$ cat src/rtl/instr_prefetch_queue_if.sv
// Bundles the instruction-memory read port and the consumer handshake of
// the prefetch queue. The master side is the prefetcher itself; the slave
// side is the memory plus the instruction consumer.
interface instr_prefetch_queue_if #(
    parameter int AW = 6
);
    logic          imem_req;
    logic [AW-1:0] imem_addr;
    logic [31:0]   imem_rdata;
    logic          instr_valid;
    logic [31:0]   instr_data;
    logic [AW-1:0] instr_pc;
    logic          instr_ready;

    modport master (
        output imem_req,
        output imem_addr,
        input  imem_rdata,
        output instr_valid,
        output instr_data,
        output instr_pc,
        input  instr_ready
    );

    modport slave (
        input  imem_req,
        input  imem_addr,
        output imem_rdata,
        input  instr_valid,
        input  instr_data,
        input  instr_pc,
        output instr_ready
    );
endinterface

$ cat src/rtl/instr_prefetch_queue.sv
// Instruction prefetch queue: fetches words from address 0 upward into a
// small FIFO until a zero sentinel word or the last memory address, then
// drains the FIFO to the consumer and pulses done.
// Optional build macro PREFETCH_STATS_EN adds saturating counters of
// enqueued words (stat_fetched) and consumer stall cycles (stat_stalls).
module instr_prefetch_queue #(
    parameter int  IMEM_DEPTH = 64,
    parameter int  QDEPTH     = 4,
    localparam int AW         = $clog2(IMEM_DEPTH),
    localparam int PW         = $clog2(QDEPTH),
    localparam int CW         = PW + 1
) (
    input  logic                  clk,
    input  logic                  rst_n,
    input  logic                  start,
    input  logic                  flush,
    instr_prefetch_queue_if.master bus,
    output logic                  busy,
    output logic                  done,
    output logic [CW-1:0]         count
`ifdef PREFETCH_STATS_EN
    ,
    output logic [15:0]           stat_fetched,
    output logic [15:0]           stat_stalls
`endif
);

    typedef enum logic [1:0] {
        IDLE  = 2'd0,
        FETCH = 2'd1,
        DRAIN = 2'd2
    } state_t;

    state_t        state_q, state_d;
    logic [AW-1:0] fetch_addr_q, fetch_addr_d;
    logic          addr_done_q, addr_done_d;
    logic          inflight_q;
    logic [AW-1:0] inflight_addr_q;
    logic [PW-1:0] rd_ptr_q, wr_ptr_q;
    logic [CW-1:0] count_q;
    logic [31:0]   data_q [QDEPTH];
    logic [AW-1:0] pc_q   [QDEPTH];

    logic [CW:0]   occupancy;
    logic          room;
    logic          sentinel;
    logic          last_ret;
    logic          req;
    logic          enq;
    logic          deq;

    // Slots already promised (stored plus the read still returning) decide
    // whether another request can be issued without risking overflow.
    assign occupancy = {1'b0, count_q} + (CW+1)'(inflight_q);
    assign room      = occupancy < (CW+1)'(QDEPTH);
    assign sentinel  = inflight_q && (bus.imem_rdata == 32'h0);
    assign last_ret  = inflight_q && (inflight_addr_q == AW'(IMEM_DEPTH - 1));
    assign req       = (state_q == FETCH) && !addr_done_q && room && !sentinel && !flush;
    assign enq       = inflight_q && !sentinel && !flush;
    assign deq       = bus.instr_valid && bus.instr_ready && !flush;

    assign bus.imem_req    = req;
    assign bus.imem_addr   = fetch_addr_q;
    assign bus.instr_valid = (count_q != '0);
    assign bus.instr_data  = data_q[rd_ptr_q];
    assign bus.instr_pc    = pc_q[rd_ptr_q];
    assign busy            = (state_q != IDLE);
    assign count           = count_q;

    // Next-state, fetch-address stepping and the end-of-program done pulse.
    always_comb begin
        state_d      = state_q;
        fetch_addr_d = fetch_addr_q;
        addr_done_d  = addr_done_q;
        done         = 1'b0;
        if (flush) begin
            state_d     = IDLE;
            addr_done_d = 1'b0;
        end else begin
            case (state_q)
                IDLE: begin
                    if (start) begin
                        state_d      = FETCH;
                        fetch_addr_d = '0;
                        addr_done_d  = 1'b0;
                    end
                end
                FETCH: begin
                    if (req) begin
                        if (fetch_addr_q == AW'(IMEM_DEPTH - 1)) begin
                            addr_done_d = 1'b1;
                        end else begin
                            fetch_addr_d = fetch_addr_q + AW'(1);
                        end
                    end
                    if (sentinel || last_ret) begin
                        state_d = DRAIN;
                    end
                end
                DRAIN: begin
                    if ((count_q == '0) && !inflight_q) begin
                        state_d = IDLE;
                        done    = 1'b1;
                    end
                end
                default: state_d = IDLE;
            endcase
        end
    end

    // State register and fetch-address bookkeeping.
    always_ff @(posedge clk or negedge rst_n) begin
        if (!rst_n) begin
            state_q      <= IDLE;
            fetch_addr_q <= '0;
            addr_done_q  <= 1'b0;
        end else begin
            state_q      <= state_d;
            fetch_addr_q <= fetch_addr_d;
            addr_done_q  <= addr_done_d;
        end
    end

    // The outstanding read carries its own address so it becomes instr_pc.
    always_ff @(posedge clk or negedge rst_n) begin
        if (!rst_n) begin
            inflight_q      <= 1'b0;
            inflight_addr_q <= '0;
        end else begin
            inflight_q <= req;
            if (req) begin
                inflight_addr_q <= fetch_addr_q;
            end
        end
    end

    // Circular buffer of returned words; flush empties it in one cycle.
    always_ff @(posedge clk or negedge rst_n) begin
        if (!rst_n) begin
            rd_ptr_q <= '0;
            wr_ptr_q <= '0;
            count_q  <= '0;
            for (int i = 0; i < QDEPTH; i++) begin
                data_q[i] <= '0;
                pc_q[i]   <= '0;
            end
        end else if (flush) begin
            rd_ptr_q <= '0;
            wr_ptr_q <= '0;
            count_q  <= '0;
        end else begin
            if (enq) begin
                data_q[wr_ptr_q] <= bus.imem_rdata;
                pc_q[wr_ptr_q]   <= inflight_addr_q;
                wr_ptr_q         <= wr_ptr_q + PW'(1);
            end
            if (deq) begin
                rd_ptr_q <= rd_ptr_q + PW'(1);
            end
            case ({enq, deq})
                2'b10:   count_q <= count_q + CW'(1);
                2'b01:   count_q <= count_q - CW'(1);
                default: count_q <= count_q;
            endcase
        end
    end

`ifdef PREFETCH_STATS_EN
    logic [15:0] fetched_q;
    logic [15:0] stalls_q;

    // Saturating statistics, cleared by an accepted start but kept across flush.
    always_ff @(posedge clk or negedge rst_n) begin
        if (!rst_n) begin
            fetched_q <= '0;
            stalls_q  <= '0;
        end else if (start && (state_q == IDLE) && !flush) begin
            fetched_q <= '0;
            stalls_q  <= '0;
        end else begin
            if (enq && (fetched_q != 16'hFFFF)) begin
                fetched_q <= fetched_q + 16'd1;
            end
            if (bus.instr_valid && !bus.instr_ready && (stalls_q != 16'hFFFF)) begin
                stalls_q <= stalls_q + 16'd1;
            end
        end
    end

    assign stat_fetched = fetched_q;
    assign stat_stalls  = stalls_q;
`endif

endmodule

$ cat src/flat_wrapper.sv
// flat-port wrapper written by rule: the top's interface ports become plain ports
module instr_prefetch_queue_flat 
#(
    parameter int  IMEM_DEPTH = 64,
    parameter int  QDEPTH     = 4,
    localparam int AW         = $clog2(IMEM_DEPTH),
    localparam int PW         = $clog2(QDEPTH),
    localparam int CW         = PW + 1
)
  (clk, rst_n, start, flush, busy, done, count, bus_imem_req, bus_imem_addr, bus_imem_rdata, bus_instr_valid, bus_instr_data, bus_instr_pc, bus_instr_ready);
  instr_prefetch_queue_if #(.AW((6))) bus_i ();
  input  logic clk;
  input  logic rst_n;
  input  logic start;
  input  logic flush;
  output logic busy;
  output logic done;
  output logic [CW-1:0] count;
  output wire logic [$bits(bus_i.imem_req)-1:0] bus_imem_req;
  output wire logic [$bits(bus_i.imem_addr)-1:0] bus_imem_addr;
  input wire logic [$bits(bus_i.imem_rdata)-1:0] bus_imem_rdata;
  output wire logic [$bits(bus_i.instr_valid)-1:0] bus_instr_valid;
  output wire logic [$bits(bus_i.instr_data)-1:0] bus_instr_data;
  output wire logic [$bits(bus_i.instr_pc)-1:0] bus_instr_pc;
  input wire logic [$bits(bus_i.instr_ready)-1:0] bus_instr_ready;
  assign bus_imem_req = bus_i.imem_req;
  assign bus_imem_addr = bus_i.imem_addr;
  assign bus_i.imem_rdata = bus_imem_rdata;
  assign bus_instr_valid = bus_i.instr_valid;
  assign bus_instr_data = bus_i.instr_data;
  assign bus_instr_pc = bus_i.instr_pc;
  assign bus_i.instr_ready = bus_instr_ready;
  instr_prefetch_queue #(.IMEM_DEPTH(IMEM_DEPTH), .QDEPTH(QDEPTH)) u_core (.clk(clk), .rst_n(rst_n), .start(start), .flush(flush), .bus(bus_i), .busy(busy), .done(done), .count(count));
endmodule
$ cat config.mk
export PLATFORM = sky130hd
export DESIGN_NAME = instr_prefetch_queue_flat
export DESIGN_NICKNAME = d
export VERILOG_FILES = /design/src/rtl/instr_prefetch_queue_if.sv /design/src/rtl/instr_prefetch_queue.sv /design/src/flat_wrapper.sv
export SDC_FILE = /design/constraint.sdc
export NUM_CORES = 1
export LEC_CHECK = 0
export BUFFER_PORTS_ARGS = -buffer_cell sky130_fd_sc_hd__buf_2
export CORE_MARGIN = 10
export CORE_UTILIZATION = 40
export CTS_CLUSTER_DIAMETER = 40
export DETAILED_ROUTE_END_ITERATION = 7
export PLACE_DENSITY_LB_ADDON = 0.15
export SLEW_MARGIN = 10
export SYNTH_ARGS = -nofsm -noshare
export SYNTH_HDL_FRONTEND = slang
export SYNTH_SLANG_ARGS = --single-unit
$ cat constraint.sdc
create_clock -name clk -period 2.6 [get_ports clk]
set_input_delay 0.26 -clock clk [delete_from_list [all_inputs] [get_ports clk]]
set_output_delay 0.26 -clock clk [all_outputs]
set_load 0.01 [all_outputs]
==> flow_summary.toml, run 1 <==
[run_status]
outcome = "finished, final reports clean"

[layout]
antenna_cells = 0
nets = 684
layout-drive-gt1-share_pct = 55.66
instances_no_fill = 919
area_growth_pct = 19.62

[worst_setup_path]
end_kind = "flip-flop"
crit_fanout = 5
crit_chain = "buf_2 > nor4_1 > buf_4 > nand4_1 > buf_4 > o21ai_2 > nand3b_1 > fa_1 > or4_2 > nand3_1"
cp_common_cell = "buf_4"
required_ns = 2.96
r2r_cells = 5
r2r_slack_ns = 0.44
max_stage_delay_ns = 0.66
crit-reg2reg-capture = "u_core.count[1]"
regToRegStartpoint = "u_core.count[1]"
cp_data_arrival_time_ns = 2.67
worstSetupStartpointType = "primary input"
path_class = "in2reg"
critPathSlowestCell = "or4_2"

[detailed_routing]
dr_wl_met3_um = 680
antenna_left = 0
first_pass_iters = 4
viasPerCell = 5.273
wl_met1_um = 8292
drc = 0
drt-total-wl_um = 17870
wl_per_cell_um = 19.44
route.met2.wl_um = 8676
top_layer = "met4"
first_iter_violations = 200
vias = 4846

[yosys]
yosysTopAreaCell = "dfrtp_1"
syn_avg_cell_area_um2 = 15.28
synth_ff_type = "dfrtp_1"
yosys.area.top_type_share_pct = 54.68
synth_area_um2 = 8009
synth_most_common_cell = "dfrtp_1"
synth.distinct_cells = 52
synth-async-reset-ratio_pct = 100.0
ys_warn_count = 0
synth_area_leaders = "dfrtp_1 (55%), mux2_2 (21%), mux4_2 (11%)"
ys_ff_latch = 175
synthesis.nets = 567
yosysSeqAreaShare_pct = 54.68
synthTopCellsByCount = "dfrtp_1 (175), mux2_2 (147), mux4_2 (38)"
synth_cells = 524
synth_edf_count = 0

[job]
max-cap-violations = 0

[die]
dieArea_um2 = 26080
io_pins = 88
fp.dieH_um = 161.5
coreArea_um2 = 19590
start_util_pct = 40.88
std_cell_rows = 51
dieWidth_um = 161.5

[timing]
rsz0062_at_grt = "no"
tns_ns = 0
max_slew_margin_pct = 53.08
min_period_ns = 2.311
drv_slew = 0
worst_pin_slew_ns = 0.7037
finClkSkew_ns = 0.01065
min_period_over_period_pct = 88.88
fmax_mhz = 432.7
setup_viol = 0
hold_viol_final = 0

[clocking]
clock-sinks = 175
cts_setup_buffers = 0
htreeDepth = 4
numCtsBuffers = 17
cts_root_buffer = "clkbuf_16"
clk_pin_slew_ns = 0.07
cts_tree = "done"
cts_max_path_buffers = 2
cts.repair.resized = 0
clk_latency_ns = 0.43

[place]
portBuffers = 87
hpwl_um = 12250
place_inst = 886
place.gp.congestion = 0.7611

[hold_path]
worst_hold_path.endpoint = "u_core.data_q[41]"
min_path_type = "in2reg"
hold_depth = 2
holdCritStartpoint = "bus_imem_rdata[9]"

[grt]
grt_usage_pct = 14.38
antenna_found_initial = 0
grt_pass1_wl_um = 29720
grt_pass1_vias = 5447
overflow = 0
grt_max_degree = 74

[power]
ir_worst_vdd_mv = 0.5084
cellPowerDensity_nw_per_um2 = 908.3
leakagePower_nw = 4.618
[worst max-delay path by stage]
stage | startpoint | endpoint | cells past startpoint
5_1_grt | bus_imem_rdata[29] | u_core.count[1] | 10
6_report | bus_imem_rdata[29] | u_core.count[1] | 10
3_5_place_dp | bus_imem_rdata[29] | u_core.count[1] | 10
2_1_floorplan | bus_imem_rdata[10] | u_core.count[1] | 7
3_3_place_gp | bus_imem_rdata[25] | u_core.count[1] | 10
4_1_cts | bus_imem_rdata[29] | u_core.count[1] | 10
[report_power, final]
part | switching (mW) | internal, mW | leakage (nW)
Combinational | 1.13 | 1.38 | 1.99
Clock | 1.13 | 1.45 | 0.290
Sequential | 0.333 | 3.28 | 2.34
[per-layer routing]
layer  vias up  track usage [%]
li1       2189                -
met1      2535            18.76
met2       101            23.25
met3        21            3.203
met4         0            4.715
met5         -                0
[critical path, delay by kind of cell]
kind	cells	cell delay [ns]
AND/OR/NAND/NOR	5	1.32
buffers and inverters	3	0.47
adder cells (fa/ha/maj)	1	0.46
AO/OA/AOI/OAI	1	0.15
[sequential cells by signal, summed over array words and instances (netlist names)]
register and cells:
u_core.state_q 2, u_core.inflight_addr_q 6, u_core.data_q 128, u_core.count 3, u_core.wr_ptr_q 2, u_core.bus.imem_addr 6
u_core.pc_q 24, u_core.inflight_q 1, u_core.addr_done_q 1, u_core.rd_ptr_q 2
[layout by cell type (no fill, tap or decap), types with 3 or more instances in the layout]
cell type / netlist / final
a21oi_1: 4 / 4
and2_1: 3 / 3
buf_12: 0 / 8
buf_2: 4 / 86
buf_4: 4 / 32
clkbuf_16: 0 / 17
dfrtp_1: 175 / 173
ha_1: 5 / 5
inv_1: 8 / 8
inv_6: 0 / 7
mux2_2: 147 / 147
mux2_4: 5 / 5
mux2i_1: 3 / 3
mux4_2: 38 / 38
nand2_1: 27 / 23
nand2_2: 0 / 4
nand2b_1: 3 / 3
nand3_1: 6 / 6
nand3b_1: 3 / 3
nand4_1: 3 / 3
nor2_1: 11 / 11
nor4_1: 10 / 10
o21ai_0: 4 / 4
o21bai_1: 3 / 3
[logic make-up after synthesis]
logic type	Yosys count	synth area share, %
mux	193	32.67
fa+ha+maj	6	1.031
simple gates	80	5.234
xor+xnor	4	0.6093
compound gates	27	2.578
buf+inv	39	3.203
flops	175	54.68
[final cells by class]
type	count	area, µm²
clock inverter	15	172.7
clock buffer	17	425.4
tap	265	331.6
fill	1718	10010
sequential	175	4382
inverter	9	33.78
multi-input combinational	310	3383
timing repair buffer	128	852.1
[through the flow]
| step | cell area, µm² | utilization [%] | hold WS (ns) | worst slack, ns | power (mW) |
|---|---|---|---|---|---|
| 6_report | 9580 | 48.90 | 0.1250 | 0.2891 | 8.702 |
| 5_1_grt | 9580 | 48.90 | 0.1209 | 0.1749 | 9.232 |
| 4_1_cts | 9580 | 48.90 | 0.1078 | 0.2696 | 8.856 |
| 3_5_place_dp | 8972 | 45.80 | 0.3301 | -0.1823 | 6.246 |
| 3_3_place_gp | 8972 | 45.80 | 0.3159 | -0.07861 | 6.170 |
| 2_1_floorplan | 8009 | - | -0.03559 | 0.1692 | 5.249 |
[timing repair]
| item | 4_1_cts | 5_1_grt |
|---|---|---|
| hold buffers | 1 | 0 |
| hold endpoints to repair | 71 | 0 |
| endpoints found under the setup margin | 0 | 0 |
(Power assumes the default switching activity.)
==> inputs of run 2 (changes only) <==
--- a/config.mk
+++ b/config.mk
@@ -8,6 +8,7 @@
 export BUFFER_PORTS_ARGS = -buffer_cell sky130_fd_sc_hd__buf_2
 export CORE_MARGIN = 10
 export CORE_UTILIZATION = 40
+export CTS_BUF_LIST = sky130_fd_sc_hd__clkbuf_2 sky130_fd_sc_hd__clkbuf_4 sky130_fd_sc_hd__clkbuf_8
 export CTS_CLUSTER_DIAMETER = 40
 export DETAILED_ROUTE_END_ITERATION = 7
 export PLACE_DENSITY_LB_ADDON = 0.15
==> flow_summary.toml, run 2 (same netlist as run 1, synthesis figures left out) <==
[timing]
fmax_mhz = 440.1
setup_ws_ns = 0.3276
drv_slew = 0
finClkSkew_ns = 0.01180
hold_viol_final = 0
worst_pin_slew_ns = 0.7118
setup_viol = 0
min_period_over_period_pct = 87.40
max_slew_margin_pct = 52.55
holdWs_ns = 0.09464
rsz0062_at_grt = "no"
min_period_ns = 2.272

[layout]
layout-drive-gt1-share_pct = 55.66
final_area_um2 = 9389
area_growth_pct = 17.23
nets = 684
largest_register_ffs = 128
antenna_cells = 0
top_register = "u_core.data_q"
final_common_cell = "dfrtp_1"
instances_no_fill = 919
top_regs = "u_core.data_q x128, u_core.pc_q x24"
mostFrequentLayoutCells = "dfrtp_1 (173), mux2_2 (147), buf_2 (86)"

[detailed_routing]
first_pass_iters = 4
antenna_left = 0
drc = 0
wl_per_cell_um = 19.42
drt-total-wl_um = 17840
first_iter_violations = 202
vias = 4828
viasPerCell = 5.254

[worst_setup_path]
crit_fanout = 5
crit_chain = "buf_2 > nor4_1 > buf_4 > nand4_1 > buf_4 > o21ai_2 > nand3b_1 > fa_1 > or4_2 > nand3_1"
critPathSlowestCell = "or4_2"
cp_common_cell = "buf_4"
required_ns = 2.99
cp_data_arrival_time_ns = 2.66
end_kind = "flip-flop"
path_class = "in2reg"
max_stage_delay_ns = 0.66
worstSetupStartpointType = "primary input"

[die]
dieArea_um2 = 26080
coreArea_um2 = 19590
io_pins = 88
start_util_pct = 40.88
fp.dieH_um = 161.5
std_cell_rows = 51
dieWidth_um = 161.5

[power]
leakagePower_nw = 4.531
ir_worst_vdd_mv = 0.3575
power_mw = 8.045
cellPowerDensity_nw_per_um2 = 856.8

[grt]
grt_pass1_vias = 5418
grt_max_degree = 74
grt_pass1_wl_um = 29710
grt_usage_pct = 14.34
antenna_found_initial = 0
overflow = 0

[clocking]
cts_tree = "done"
numCtsBuffers = 17
clock-sinks = 175
htreeDepth = 4
cts_max_path_buffers = 2
cts.repair.resized = 0
clk_latency_ns = 0.45
cts_root_buffer = "clkbuf_8"
clk_pin_slew_ns = 0.09

[run_status]
outcome = "finished, final reports clean"

[place]
place_inst = 886
pre_cts_slack_ns = -0.1823
hpwl_um = 12250
dpl-instance-area_um2 = 8972
portBuffers = 87
place.gp.congestion = 0.7611

[job]
max-cap-violations = 0

[hold_path]
min_path_type = "in2reg"
run 2: cell counts in the layout (fill, tap and decap cells not counted):
No cell type changed its count.
run 2: cell type report:
cell class | instances | area [µm²]
Multi-Input combinational cell | 310 | 3383
Timing Repair Buffer | 128 | 852.1
Tap cell | 265 | 331.6
Fill cell | 1740 | 10200
Clock inverter | 15 | 172.7
Inverter | 9 | 33.78
Clock buffer | 17 | 234.0
Sequential cell | 175 | 4382
run 2: critical path, delay by kind of cell:
kind                       cells  cell delay [ns]
and+or+nand+nor                5             1.32
buffers and inverters          3             0.47
AOI/OAI and AO/OA              1             0.15
adders and majority gates      1             0.46
run 2: final timing paths:
kind / start / endpoint / slack (ns) / cells after the start
max in group asynchronous: rst_n / u_core.rd_ptr_q[0] / 1.39 / 3
setup reg to reg: u_core.count[1] / u_core.count[1] / 0.43 / 5
min in group asynchronous: rst_n / u_core.data_q[10] / 0.40 / 2
hold reg to reg: u_core.pc_q[2] / u_core.pc_q[2] / 0.51 / 1
hold / removal: bus_imem_rdata[10] / u_core.data_q[10] / 0.09 / 2
setup / recovery: bus_imem_rdata[29] / u_core.count[1] / 0.33 / 10
run 2: power breakdown:
group / internal (mW) / total (mW) / switching, mW
combinational: 1.38 / 2.50 / 1.12
sequential: 3.28 / 3.61 / 0.332
clock: 0.888 / 1.93 / 1.04
total: 5.54 / 8.04 / 2.50
run 2: routing by layer:
metal  track usage, %  routed length (µm)  vias to the layer above
li1                 -                   -                     2194
met1            18.84                8303                     2531
met2            23.14                8708                       94
met3            3.508                 706                        9
met4            3.970                 125                        0
met5                0                   0                        -
run 2: timing repair:
item	CTS	global route
hold endpoints to repair	71	0
buffers inserted	0	0
hold buffers	1	0
run 2: through the flow:
| step | TNS (ns) | util, % |
|---|---|---|
| 2_1_floorplan | 0 | - |
| 3_3_place_gp | -0.07861 | 45.80 |
| 3_5_place_dp | -0.1823 | 45.80 |
| 4_1_cts | 0 | 47.93 |
| 5_1_grt | 0 | 47.93 |
| 6_report | 0 | 47.93 |
==> inputs of run 3 (changes only) <==
--- a/config.mk
+++ b/config.mk
@@ -6,8 +6,9 @@
 export NUM_CORES = 1
 export LEC_CHECK = 0
 export BUFFER_PORTS_ARGS = -buffer_cell sky130_fd_sc_hd__buf_2
+export CAP_MARGIN = 20
 export CORE_MARGIN = 10
-export CORE_UTILIZATION = 40
+export CORE_UTILIZATION = 25
 export CTS_BUF_LIST = sky130_fd_sc_hd__clkbuf_2 sky130_fd_sc_hd__clkbuf_4 sky130_fd_sc_hd__clkbuf_8
 export CTS_CLUSTER_DIAMETER = 40
 export DETAILED_ROUTE_END_ITERATION = 7
==> flow_summary.toml, run 3 (same netlist as run 1, synthesis figures left out) <==
[clocking]
ctsHoldBuffers = 1
cts_setup_buffers = 0
numCtsBuffers = 17
clock-sinks = 175
cts_tree = "done"
cts.repair.resized = 0
clk_latency_ns = 0.47
htreeDepth = 4
cts_root_buffer = "clkbuf_8"
cts_max_path_buffers = 2
clk_pin_slew_ns = 0.11

[detailed_routing]
vias = 4845
first_pass_iters = 5
drt-total-wl_um = 21210
wl_per_cell_um = 20.16
drc = 0
antenna_left = 0
viasPerCell = 4.606
first_iter_violations = 189

[timing]
max_slew_margin_pct = 62.65
hold_viol_final = 0
min_period_over_period_pct = 90.79
min_period_ns = 2.361
finClkSkew_ns = 0.02180
fmax_mhz = 423.6
drv_slew = 0
holdWs_ns = 0.06658
setup_viol = 0
rsz0062_at_grt = "no"
tns_ns = 0
worst_pin_slew_ns = 0.5564

[layout]
mostFrequentLayoutCells = "dfrtp_1 (173), mux2_2 (147), buf_2 (86)"
fin_util_pct = 30.61
layout-drive-gt1-share_pct = 55.38
top_regs = "u_core.data_q x128, u_core.pc_q x24"
instances_no_fill = 1052
final_common_cell = "dfrtp_1"
nets = 681
area_growth_pct = 20.59
antenna_cells = 0
top_register = "u_core.data_q"
n_fill_cell = 3158
largest_register_ffs = 128

[grt]
overflow = 0
grt_pass1_wl_um = 33470
grt_util_met2_pct = 18.72
grt_usage_pct = 11.18
use_met3_pct = 2.602
grt_use_met1_pct = 14.21
antenna_found_initial = 1
busiest_layer = "met2"
grt_pass1_vias = 5536
grt_max_degree = 92

[power]
power_mw = 8.329
p_sw_mw = 2.619
ir_worst_vdd_mv = 0.3068
cellPowerDensity_nw_per_um2 = 862.4
p_sw_share_pct = 31.44
seqPwrFrac_pct = 44.0
leakagePower_nw = 4.566
combPwrFrac_pct = 31.2
pwr-share-clk_pct = 24.8
internal_power_mw = 5.710

[place]
place_inst = 1020
portBuffers = 87
hpwl_um = 14780
place.gp.congestion = 0.7536

[run_status]
outcome = "finished, final reports clean"

[hold_path]
min_path_type = "in2reg"
hold_depth = 2

[worst_setup_path]
crit_chain = "buf_12 > mux4_2 > buf_2"
r2r_cells = 5
critPathSlowestCell = "dfrtp_2"
cp_data_arrival_time_ns = 2.10
path_class = "reg2out"
crit_fanout = 18
end_kind = "output pin"
worstSetupStartpointType = "flip-flop"
required_ns = 2.34
max_stage_delay_ns = 0.63

[job]
max-cap-violations = 0

[die]
coreArea_um2 = 31560
dieWidth_um = 199.0
dieArea_um2 = 39600
std_cell_rows = 65
io_pins = 88
start_util_pct = 25.38
fp.dieH_um = 199.0
## run 3: changes by cell type in the layout (fill, tap and decap cells not counted), sizes merged
cell    before  now
inv         18   11
buf        127  124
clkbuf      17   20
clkinv       2    4
bufinv       2    3
## run 3: layout make-up
class	count	area, µm²	area share (%)
inverters	9	33.78	0.3498
well taps	402	503.0	5.208
repair buffers	125	929.6	9.626
clock inverters	11	157.7	1.632
multi-input cells	310	3383	35.03
clock buffers	20	269.0	2.785
flip-flops and latches	175	4382	45.37
## run 3: metrics by stage
| step | area, µm² | worst slack (ns) |
|---|---|---|
| finish | 9658 | 0.2394 |
| global route | 9658 | 0.09592 |
| CTS | 9658 | 0.1447 |
| detailed placement | 9221 | -0.1908 |
| global placement | 9221 | -0.1330 |
| floorplan | 8009 | 0.1692 |
## run 3: path summary, 6_finish.rpt
| kind | from | to | slack [ns] |
|---|---|---|---|
| min | bus_imem_rdata[21] | u_core.data_q[117] | 0.07 |
| min reg2reg | u_core.data_q[30] | u_core.data_q[30] | 0.51 |
| max reg2reg | u_core.count[1] | u_core.count[1] | 0.45 |
| max in group asynchronous | rst_n | u_core.data_q[93] | 1.73 |
| min in group asynchronous | rst_n | u_core.data_q[100] | 0.14 |
| max | u_core.rd_ptr_q[0] | bus_instr_data[22] | 0.24 |
## run 3: per-layer routing
metal,up-vias,part of all wire (%)
li1,2174,-
met1,2581,46
met2,77,50
met3,11,3.4
met4,2,0.77
met5,-,0.061
## run 3: worst max-delay path, delay by kind of cell (launching register included)
| family | cells | cell delay (ns) |
|---|---|---|
| mux | 1 | 0.56 |
| flops | 1 | 0.63 |
| buf+inv | 2 | 0.44 |
## run 3: power groups by stage
stage | Combinational (mW) | Clock [mW] | Sequential, mW
floorplan | 1.69 | 0 | 3.56
detailed placement | 2.69 | 0 | 3.73
CTS | 2.70 | 2.16 | 3.67
finish | 2.60 | 2.07 | 3.67
global placement | 2.63 | 0 | 3.67
global route | 2.85 | 2.28 | 3.75
